[src/rtl/input_vc_buffer_pkg.sv]
// Shared NoC types: flit format, VC FSM states, helpers.
// Imported by the input VC buffer and its FIFO.
package params_noc;

  localparam int VC_NUM    = 4;
  localparam int PORT_NUM  = 5;
  localparam int VC_W      = $clog2(VC_NUM);
  localparam int PORT_W    = $clog2(PORT_NUM);
  localparam int PAYLOAD_W = 16;

  typedef enum logic [1:0] {
    HEAD,
    BODY,
    TAIL,
    HEADTAIL
  } flit_type_t;

  typedef logic [PORT_W-1:0] port_t;
  typedef logic [VC_W-1:0]   vc_t;

  typedef struct packed {
    flit_type_t             ftype;
    vc_t                    vc;
    port_t                  out_port;
    logic [PAYLOAD_W-1:0]   payload;
  } flit_t;

  typedef enum logic {
    IDLE,
    ACTIVE
  } vc_state_t;

  function automatic logic is_head(flit_type_t t);
    return (t == HEAD) || (t == HEADTAIL);
  endfunction

  function automatic logic is_tail(flit_type_t t);
    return (t == TAIL) || (t == HEADTAIL);
  endfunction

endpackage

[src/rtl/vc_fifo.sv]
// Single-clock per-VC flit FIFO with head-data output.
// Ports: push/pop/din in; full/empty/head out.
module vc_fifo
  import params_noc::*;
#(
  parameter int DEPTH = 4
) (
  input  logic  clk,
  input  logic  rst,
  input  logic  push,
  input  logic  pop,
  input  flit_t din,
  output logic  full,
  output logic  empty,
  output flit_t head
);

  localparam int AW = $clog2(DEPTH);

  flit_t          mem [DEPTH];
  logic [AW-1:0]  wr_ptr;
  logic [AW-1:0]  rd_ptr;
  logic [AW:0]    count;

  always_ff @(posedge clk or posedge rst) begin
    if (rst) begin
      wr_ptr <= '0;
      rd_ptr <= '0;
      count  <= '0;
    end else begin
      if (push) wr_ptr <= wr_ptr + 1'b1;
      if (pop)  rd_ptr <= rd_ptr + 1'b1;
      count <= count + (AW+1)'(push) - (AW+1)'(pop);
    end
  end

  always_ff @(posedge clk) begin
    if (push) mem[wr_ptr] <= din;
  end

  assign full  = (count == (AW+1)'(DEPTH));
  assign empty = (count == '0);
  assign head  = mem[rd_ptr];

endmodule

[src/rtl/input_vc_buffer.sv]
// Router input port: per-VC FIFOs, packet FSMs, allocator requests.
// Ports: flit in, request/out_port to allocator, grant in, flit/credit out, error.
module input_vc_buffer
  import params_noc::flit_t, params_noc::vc_t,
         params_noc::vc_state_t, params_noc::IDLE, params_noc::ACTIVE,
         params_noc::is_head, params_noc::is_tail;
#(
  parameter int VC_NUM    = 4,
  parameter int PORT_NUM  = 5,
  parameter int BUF_DEPTH = 4
) (
  input  logic                                    clk,
  input  logic                                    rst,
  input  logic                                    flit_valid_i,
  input  flit_t                                   flit_i,
  output logic [VC_NUM-1:0]                       credit_o,
  output logic [VC_NUM-1:0]                       request_o,
  output logic [VC_NUM-1:0][$clog2(PORT_NUM)-1:0] out_port_o,
  input  logic [VC_NUM-1:0]                       grant_i,
  output logic                                    flit_valid_o,
  output flit_t                                   flit_o,
  output logic                                    error_o
);

  vc_state_t         state_q [VC_NUM];
  flit_t             head    [VC_NUM];
  logic [VC_NUM-1:0] empty;
  logic [VC_NUM-1:0] full;
  logic [VC_NUM-1:0] push;
  logic [VC_NUM-1:0] pop;
  logic [VC_NUM-1:0] discard;
  logic              gnt_onehot;
  logic              gnt_ok;
  logic              gnt_bad;
  logic              drop;
  flit_t             gnt_flit;

  for (genvar g = 0; g < VC_NUM; g++) begin : g_fifo
    vc_fifo #(
      .DEPTH (BUF_DEPTH)
    ) u_fifo (
      .clk   (clk),
      .rst   (rst),
      .push  (push[g]),
      .pop   (pop[g]),
      .din   (flit_i),
      .full  (full[g]),
      .empty (empty[g]),
      .head  (head[g])
    );
  end

  always_comb begin
    gnt_onehot = (grant_i != '0) &&
                 ((grant_i & (grant_i - 1'b1)) == '0);
    request_o = '0;
    discard   = '0;
    push      = '0;
    gnt_flit  = '0;
    for (int v = 0; v < VC_NUM; v++) begin
      request_o[v] = (state_q[v] == ACTIVE) && !empty[v];
      // a non-head flit at the front of an idle VC has no packet to join
      discard[v]   = (state_q[v] == IDLE) && !empty[v] &&
                     !is_head(head[v].ftype);
      if (grant_i[v]) gnt_flit = head[v];
    end
    gnt_ok  = gnt_onehot && ((grant_i & request_o) != '0);
    gnt_bad = (grant_i != '0) && !gnt_ok;
    pop     = discard | (gnt_ok ? grant_i : '0);
    // a same-cycle pop frees the slot, so a full FIFO can still accept
    for (int v = 0; v < VC_NUM; v++) begin
      push[v] = flit_valid_i && (flit_i.vc == vc_t'(v)) &&
                (!full[v] || pop[v]);
    end
    drop = flit_valid_i && full[flit_i.vc] && !pop[flit_i.vc];
  end

  always_ff @(posedge clk or posedge rst) begin
    if (rst) begin
      flit_valid_o <= 1'b0;
      flit_o       <= '0;
      credit_o     <= '0;
      error_o      <= 1'b0;
      out_port_o   <= '0;
      for (int v = 0; v < VC_NUM; v++) state_q[v] <= IDLE;
    end else begin
      flit_valid_o <= gnt_ok;
      if (gnt_ok) flit_o <= gnt_flit;
      credit_o <= pop;
      if (drop || gnt_bad || (discard != '0)) error_o <= 1'b1;
      for (int v = 0; v < VC_NUM; v++) begin
        unique case (state_q[v])
          IDLE: begin
            if (!empty[v] && is_head(head[v].ftype)) begin
              out_port_o[v] <= head[v].out_port;
              state_q[v]    <= ACTIVE;
            end
          end
          ACTIVE: begin
            if (pop[v] && is_tail(head[v].ftype)) state_q[v] <= IDLE;
          end
        endcase
      end
    end
  end

endmodule

[config.mk]
export PLATFORM = sky130hd
export DESIGN_NAME = input_vc_buffer
export DESIGN_NICKNAME = d
export VERILOG_FILES = /design/src/rtl/input_vc_buffer_pkg.sv /design/src/rtl/vc_fifo.sv /design/src/rtl/input_vc_buffer.sv
export SDC_FILE = /design/constraint.sdc
export NUM_CORES = 1
export LEC_CHECK = 0
export CAP_MARGIN = 20
export CORE_MARGIN = 2
export CORE_UTILIZATION = 45
export DETAILED_ROUTE_END_ITERATION = 6
export GPL_TIMING_DRIVEN = 0
export HOLD_SLACK_MARGIN = 0.15
export PLACE_DENSITY = 0.63
export RECOVER_POWER = 25
export SLEW_MARGIN = 20
export SYNTH_ARGS = -nofsm -noshare
export SYNTH_HDL_FRONTEND = slang
export SYNTH_SLANG_ARGS = --single-unit
[constraint.sdc]
create_clock -name clk -period 4.1 [get_ports clk]
set_input_delay 0.615 -clock clk [delete_from_list [all_inputs] [get_ports clk]]
set_output_delay 0.615 -clock clk [all_outputs]
set_load 0.02 [all_outputs]
==> results of run 1 <==
[power groups by stage]
stage / Clock, mW / Combinational [mW] / Sequential (mW)
finish: 4.33 / 4.35 / 5.79
CTS: 4.42 / 4.43 / 5.80
global placement: 0 / 4.26 / 5.88
global route: 4.56 / 4.72 / 5.87
floorplan: 0 / 2.67 / 6.06
detailed placement: 0 / 4.41 / 5.89
[registers in the layout, summed over array words and instances (netlist names)]
name	count
g_fifo.u_fifo.wr_ptr	8
error_o	1
g_fifo.u_fifo.rd_ptr	8
out_port_o	12
g_fifo.u_fifo.count	12
credit_o	4
g_fifo.u_fifo.mem	368
flit_valid_o	1
state_q	4
flit_o	23
[cells by family after synthesis]
logic type      Yosys count  share of synthesized area [%]
buf+inv                  74                           1.88
mux                     172                           14.5
xor+xnor                 20                          0.980
simple gates             76                           2.62
flops                   441                           72.1
compound gates          113                           5.30
fa+ha+maj                36                           2.69
[cells in the final DEF, fill, tap and decap left out, drive strengths merged, types with 16 or more instances in the layout]
| cell type | synthesis | routed |
|---|---|---|
| mux2 | 75 | 75 |
| inv | 30 | 30 |
| ha | 32 | 32 |
| o22ai | 18 | 18 |
| clkinv | 2 | 16 |
| a22oi | 23 | 23 |
| clkbuf | 17 | 81 |
| and2 | 19 | 19 |
| dfrtp | 73 | 73 |
| buf | 25 | 41 |
| edfxtp | 368 | 368 |
| a31oi | 19 | 19 |
| o22a | 18 | 18 |
| mux2i | 41 | 41 |
| mux4 | 56 | 56 |
| clkdlybuf4s50 | 0 | 59 |
[through the flow]
step                      TNS [ns]  instance area [µm²]  cells
after floorplan                  0                17900    932
after global placement       -6.82                19200   1529
after detailed placement         0                19700   1546
after CTS                        0                21300   1631
after global routing             0                21300   1631
final                            0                21300   1631
[synth_stat cells, types with 7 or more instances]
| cell | count | area (µm²) |
|---|---|---|
| o22ai_1 | 18 | 113 |
| a22oi_1 | 23 | 173 |
| inv_1 | 30 | 113 |
| and2_1 | 19 | 119 |
| nor3_1 | 7 | 35.0 |
| edfxtp_1 | 368 | 11100 |
| mux4_2 | 56 | 1260 |
| xnor2_1 | 13 | 114 |
| o22a_1 | 18 | 158 |
| ha_1 | 32 | 400 |
| dfrtp_1 | 73 | 1830 |
| o21ai_0 | 10 | 50.1 |
| nand2_1 | 7 | 26.3 |
| buf_2 | 19 | 95.1 |
| a31oi_1 | 18 | 113 |
| mux2i_1 | 41 | 410 |
| clkbuf_1 | 17 | 63.8 |
| nor2_1 | 9 | 33.8 |
| mux2_4 | 19 | 285 |
| xor2_1 | 7 | 61.3 |
| nor3b_1 | 7 | 52.6 |
| mux2_2 | 54 | 608 |
[final cells by class]
| cell class | instances | area, µm² |
|---|---|---|
| Buffer | 42 | 215 |
| Clock buffer | 63 | 1310 |
| Clock inverter | 22 | 285 |
| Fill cell | 3144 | 18200 |
| Inverter | 32 | 121 |
| Multi-Input combinational cell | 417 | 4680 |
| Sequential cell | 441 | 12900 |
| Tap cell | 525 | 657 |
| Timing Repair Buffer | 89 | 1140 |
[worst max-delay path, stage by stage, from the launching register on]
cell,delay (ns)
dfrtp_1,0.32
clkbuf_1,0.30
buf_2,0.42
mux4_2,0.41
ha_1,0.35
nor2_1,0.20
o311a_4,0.29
inv_1,0.06
ha_1,0.27
inv_1,0.04
ha_1,0.18
fa_1,0.38
xor2_1,0.17
xnor2_1,0.14
[per-layer routing]
layer / wire [µm] / up-vias / track usage [%]
met5: 13 / - / 0
met4: 861 / 2 / 6.39
met3: 2470 / 50 / 3.05
met2: 19400 / 281 / 32.6
met1: 17100 / 4769 / 27.3
li1: - / 3997 / -
[path summary, 6_finish.rpt]
check / endpoint
worst min-delay path: flit_o[4]$_DFFE_PP0N_
worst max register to register: g_fifo[0].u_fifo.count[2]$_DFF_PP0_
max in group asynchronous: flit_o[4]$_DFFE_PP0N_
min in group asynchronous: flit_o[22]$_DFFE_PP0N_
worst max-delay path: g_fifo[0].u_fifo.count[2]$_DFF_PP0_
worst min register to register: flit_o[4]$_DFFE_PP0N_
==> metrics.txt, run 1 <==
CTS Sinks between 400 and 500; outcome finished clean; Crit Path Max Fanout 10; hold_buf cts 0; Max-Slew Margin vs Limit 4.34%; P&R area growth vs syn 19.1%; Final HPWL DP roughly 26000 µm; Pint roughly 10 mW; Crit path arrival time 4.09 ns; worst-skew pair later-pin latency between 0.5 and 0.6 ns; routability congestion estimate 0.751; clock share of power between 20% and 30%; CTS max path bufs 3; overall power 14.5 mW; nets ~1100; DRC 0; routed vias 9099; share of cells above drive strength 1 between 20 and 25%; Die Ht 203 µm; cts bufs inserted 46; Crit. Startpoint g_fifo[0].u_fifo.rd_ptr[1]$_DFFE_PP0N_; vias per inst around 5.6; Placement Setup Slack 0.119 ns; unrepaired setup endpoints after global routing no; Resized cells post-CTS 0; period utilization roughly 89%; internal reg-to-reg setup slack 0.45 ns; Max Cap Viol 0; Synth Instances about 930; Final setup viols 0; worst hold path depth 1; final worst setup slack around 0.45 ns; Initial Util a little under half; critical path class reg -> reg; final core occ roughly 54%; number of port buffers 72; hold slack 0.490 ns; post-CTS setup buffers 0; crit end category flop; worst r2r path cells 13; total grt overflow 0; HP Class reg -> reg; post-synthesis area per instance between 15 and 20 µm²; Total GRT Usage a little under 20%; maximum VDD drop ~0.37 mV; Top Ports 75; Required @ worst endpoint between 4 and 5 ns; Die X-Extent ~200 µm; DR iter-0 viols about 680; core area 39500 µm²; TritonCTS clock tree yes; initial antenna violation count 1; largest net degree at the start of global routing 47; Mapped Nets 998; H-tree level count 2; n_diodes 0; Net Sw Frac between 20% and 30%; EDFF count, synth 368; CTS clk-pin slew, worst paths around 0.060 ns; number of routed nets with antenna violations 0; Post-Syn Area around 18000 µm²; Yosys Warn Count 0; Slew @ Worst Pin about 1.4 ns; crit start category flop; post-synthesis sequential area ratio 72.1%; Net Sw Power between 4 and 5 mW; fin crit period between 3 and 4 ns; Post-synth ARST share approximately 17%; power per cell area about 680 nW/µm²; total die area about 41000 µm²; skew final approximately 0.020 ns; mean routed wirelength per cell 24.4 µm; cell row count between 70 and 80; FF-to-FF Start g_fifo[0].u_fifo.rd_ptr[1]$_DFFE_PP0N_; clock root cell clkbuf_16; Synth Flop Type edfxtp_1; hold path start flit_o[4]$_DFFE_PP0N_; drt total wl between 30000 and 40000 µm; Leak 7.36 nW; Pre-antenna DRT Iters 5; Synth cell types 63; share of power burned in registers 40.0%; wire length of the first global-routing pass around 60000 µm; Fin. Hold Viols 0; fin. max-slew vios 0; number of global-route vias before repair 9453; Fmax approximately 270 MHz; post-synthesis register bit count approximately 440; Comb pwr share 30.0%
Note: power is estimated with default switching activity, not from simulation.
==> run 2: changes to the inputs <==
--- a/config.mk
+++ b/config.mk
@@ -5,7 +5,7 @@
 export SDC_FILE = /design/constraint.sdc
 export NUM_CORES = 1
 export LEC_CHECK = 0
-export CAP_MARGIN = 20
+export CAP_MARGIN = 5
 export CORE_MARGIN = 2
 export CORE_UTILIZATION = 45
 export DETAILED_ROUTE_END_ITERATION = 6
==> results of run 2 <==
The final DEF is identical to that of run 1; final timing and power are the same.
==> patch, RTL diff (config.mk and constraints of run 1) <==
`PAYLOAD_W`: 16 -> 32.
--- a/src/rtl/input_vc_buffer_pkg.sv
+++ b/src/rtl/input_vc_buffer_pkg.sv
@@ -7,5 +7,5 @@
   localparam int VC_W      = $clog2(VC_NUM);
   localparam int PORT_W    = $clog2(PORT_NUM);
-  localparam int PAYLOAD_W = 16;
+  localparam int PAYLOAD_W = 32;
 
   typedef enum logic [1:0] {
Ports: changed (resized flit_i and flit_o); port bits go from 75 to 107. No check against the original RTL was run, so the function may have changed too.
==> patch against run 1 <==
Sequential cell count grew 272. Critical path depth is the same. Non-clock buffer count grew 59. Sequential share of layout area grew 4.1 points. Synthesized area grew 55%. First-iteration DRC count grew 100%. Hold slack lost 0.010 ns. Wire length grew 62%. Cell area grew 52%. The flow now finishes with violations (capacitance limit, slew limit). Setup slack lost 0.18 ns. Clock power grew 46%. Total power grew 48%.
==> patch: results (changes against run 1) <==
* Status: finished, violations left
* Failing checks: capacitance limit, slew limit
* Number of buffers inserted by post-CTS setup repair: 1 (+1)
- Number of max-cap violations: 2 (+2)
- Wire length per cell: 26.60 um (+9.0%)
- The layout multi-input combinational cell count was 567 (+36%).
- TritonCTS Buffers: 72 (+57%)
- The post-synthesis compound-gate area fraction came to 4.851% (-0.45 points).
- The transition time at the pin with the least slew margin was 1.928 ns (+0.5006 ns).
* Area share of xor/xnor cells in the synthesized design: 0.6633% (-0.32 points)
* Seq Cell Count: 713 (+62%)
- The number of buffers outside the clock class in the layout was 190 (+45%).
- Routing usage on met2: 34.10% (+1.5 points)
- Signal buf overhead: 5.283% (-1.1 points)
- The clock buffer count was 88 (+40%).
- Number of max-slew violations in the final report: 92 (+92)
- Routed wire length: 64510 um (+62%)
* Share of the final layout cell area in multi-input gates: 19.60% (-2.4 points)
- The antenna diode count was 1 (+1).
- Placed insts: 2291 (+48%)
- Flop2flop setup slack: 0.27 ns (-0.18 ns)
- The utilization after layout came to 53.56% (-0.37 points).
- Hold Path End: flit_o[12]
- The detailed-placement wirelength estimate came to 40110 um (+53%).
* Register share of the cell area: 64.63% (+4.1 points)
- The clock-cell share of area came to 7.022% (-0.46 points).
- DP Worst Slack: -0.6178 ns (-0.7367 ns)
* Switching fraction of total power: 29.76% (+0.22 points)
* Endpoint arrival time on the critical path: 4.32 ns (+0.23 ns)
* Source-to-sink clock delay at the later pin of the worst-skew pair: 0.62 ns (+0.06 ns)
- Max stage delay on crit path: 0.58 ns (+0.16 ns)
- The synthesized-area fraction occupied by adder cells came to 1.733% (-0.96 points).
- Initial drt markers: 1386 (+100%)
-- patch: cell count changes in the layout (fill, tap and decap cells not counted), moves of 41 or more --
cell	before	now
sky130_fd_sc_hd__edfxtp_1	368	624
sky130_fd_sc_hd__o21ai_0	10	107
sky130_fd_sc_hd__mux2_2	54	12
sky130_fd_sc_hd__a21oi_1	1	46
sky130_fd_sc_hd__mux4_2	56	156
sky130_fd_sc_hd__mux2i_1	41	0
-- patch: metal layers --
layer | wire (um) | vias to the layer above
met3 | 3953 | 92
li1 | - | 6024
met2 | 31550 | 465
met5 | 13 | -
met1 | 27390 | 7540
met4 | 1608 | 2
-- patch: power by group through the flow --
stage	clock network, W	logic, W	registers (W)
6_report	0.00631	0.00590	0.00918
5_1_grt	0.00673	0.00639	0.00926
4_1_cts	0.00644	0.00602	0.00918
3_5_place_dp	0	0.00604	0.00927
3_3_place_gp	0	0.00583	0.00926
2_1_floorplan	0	0.00356	0.00950
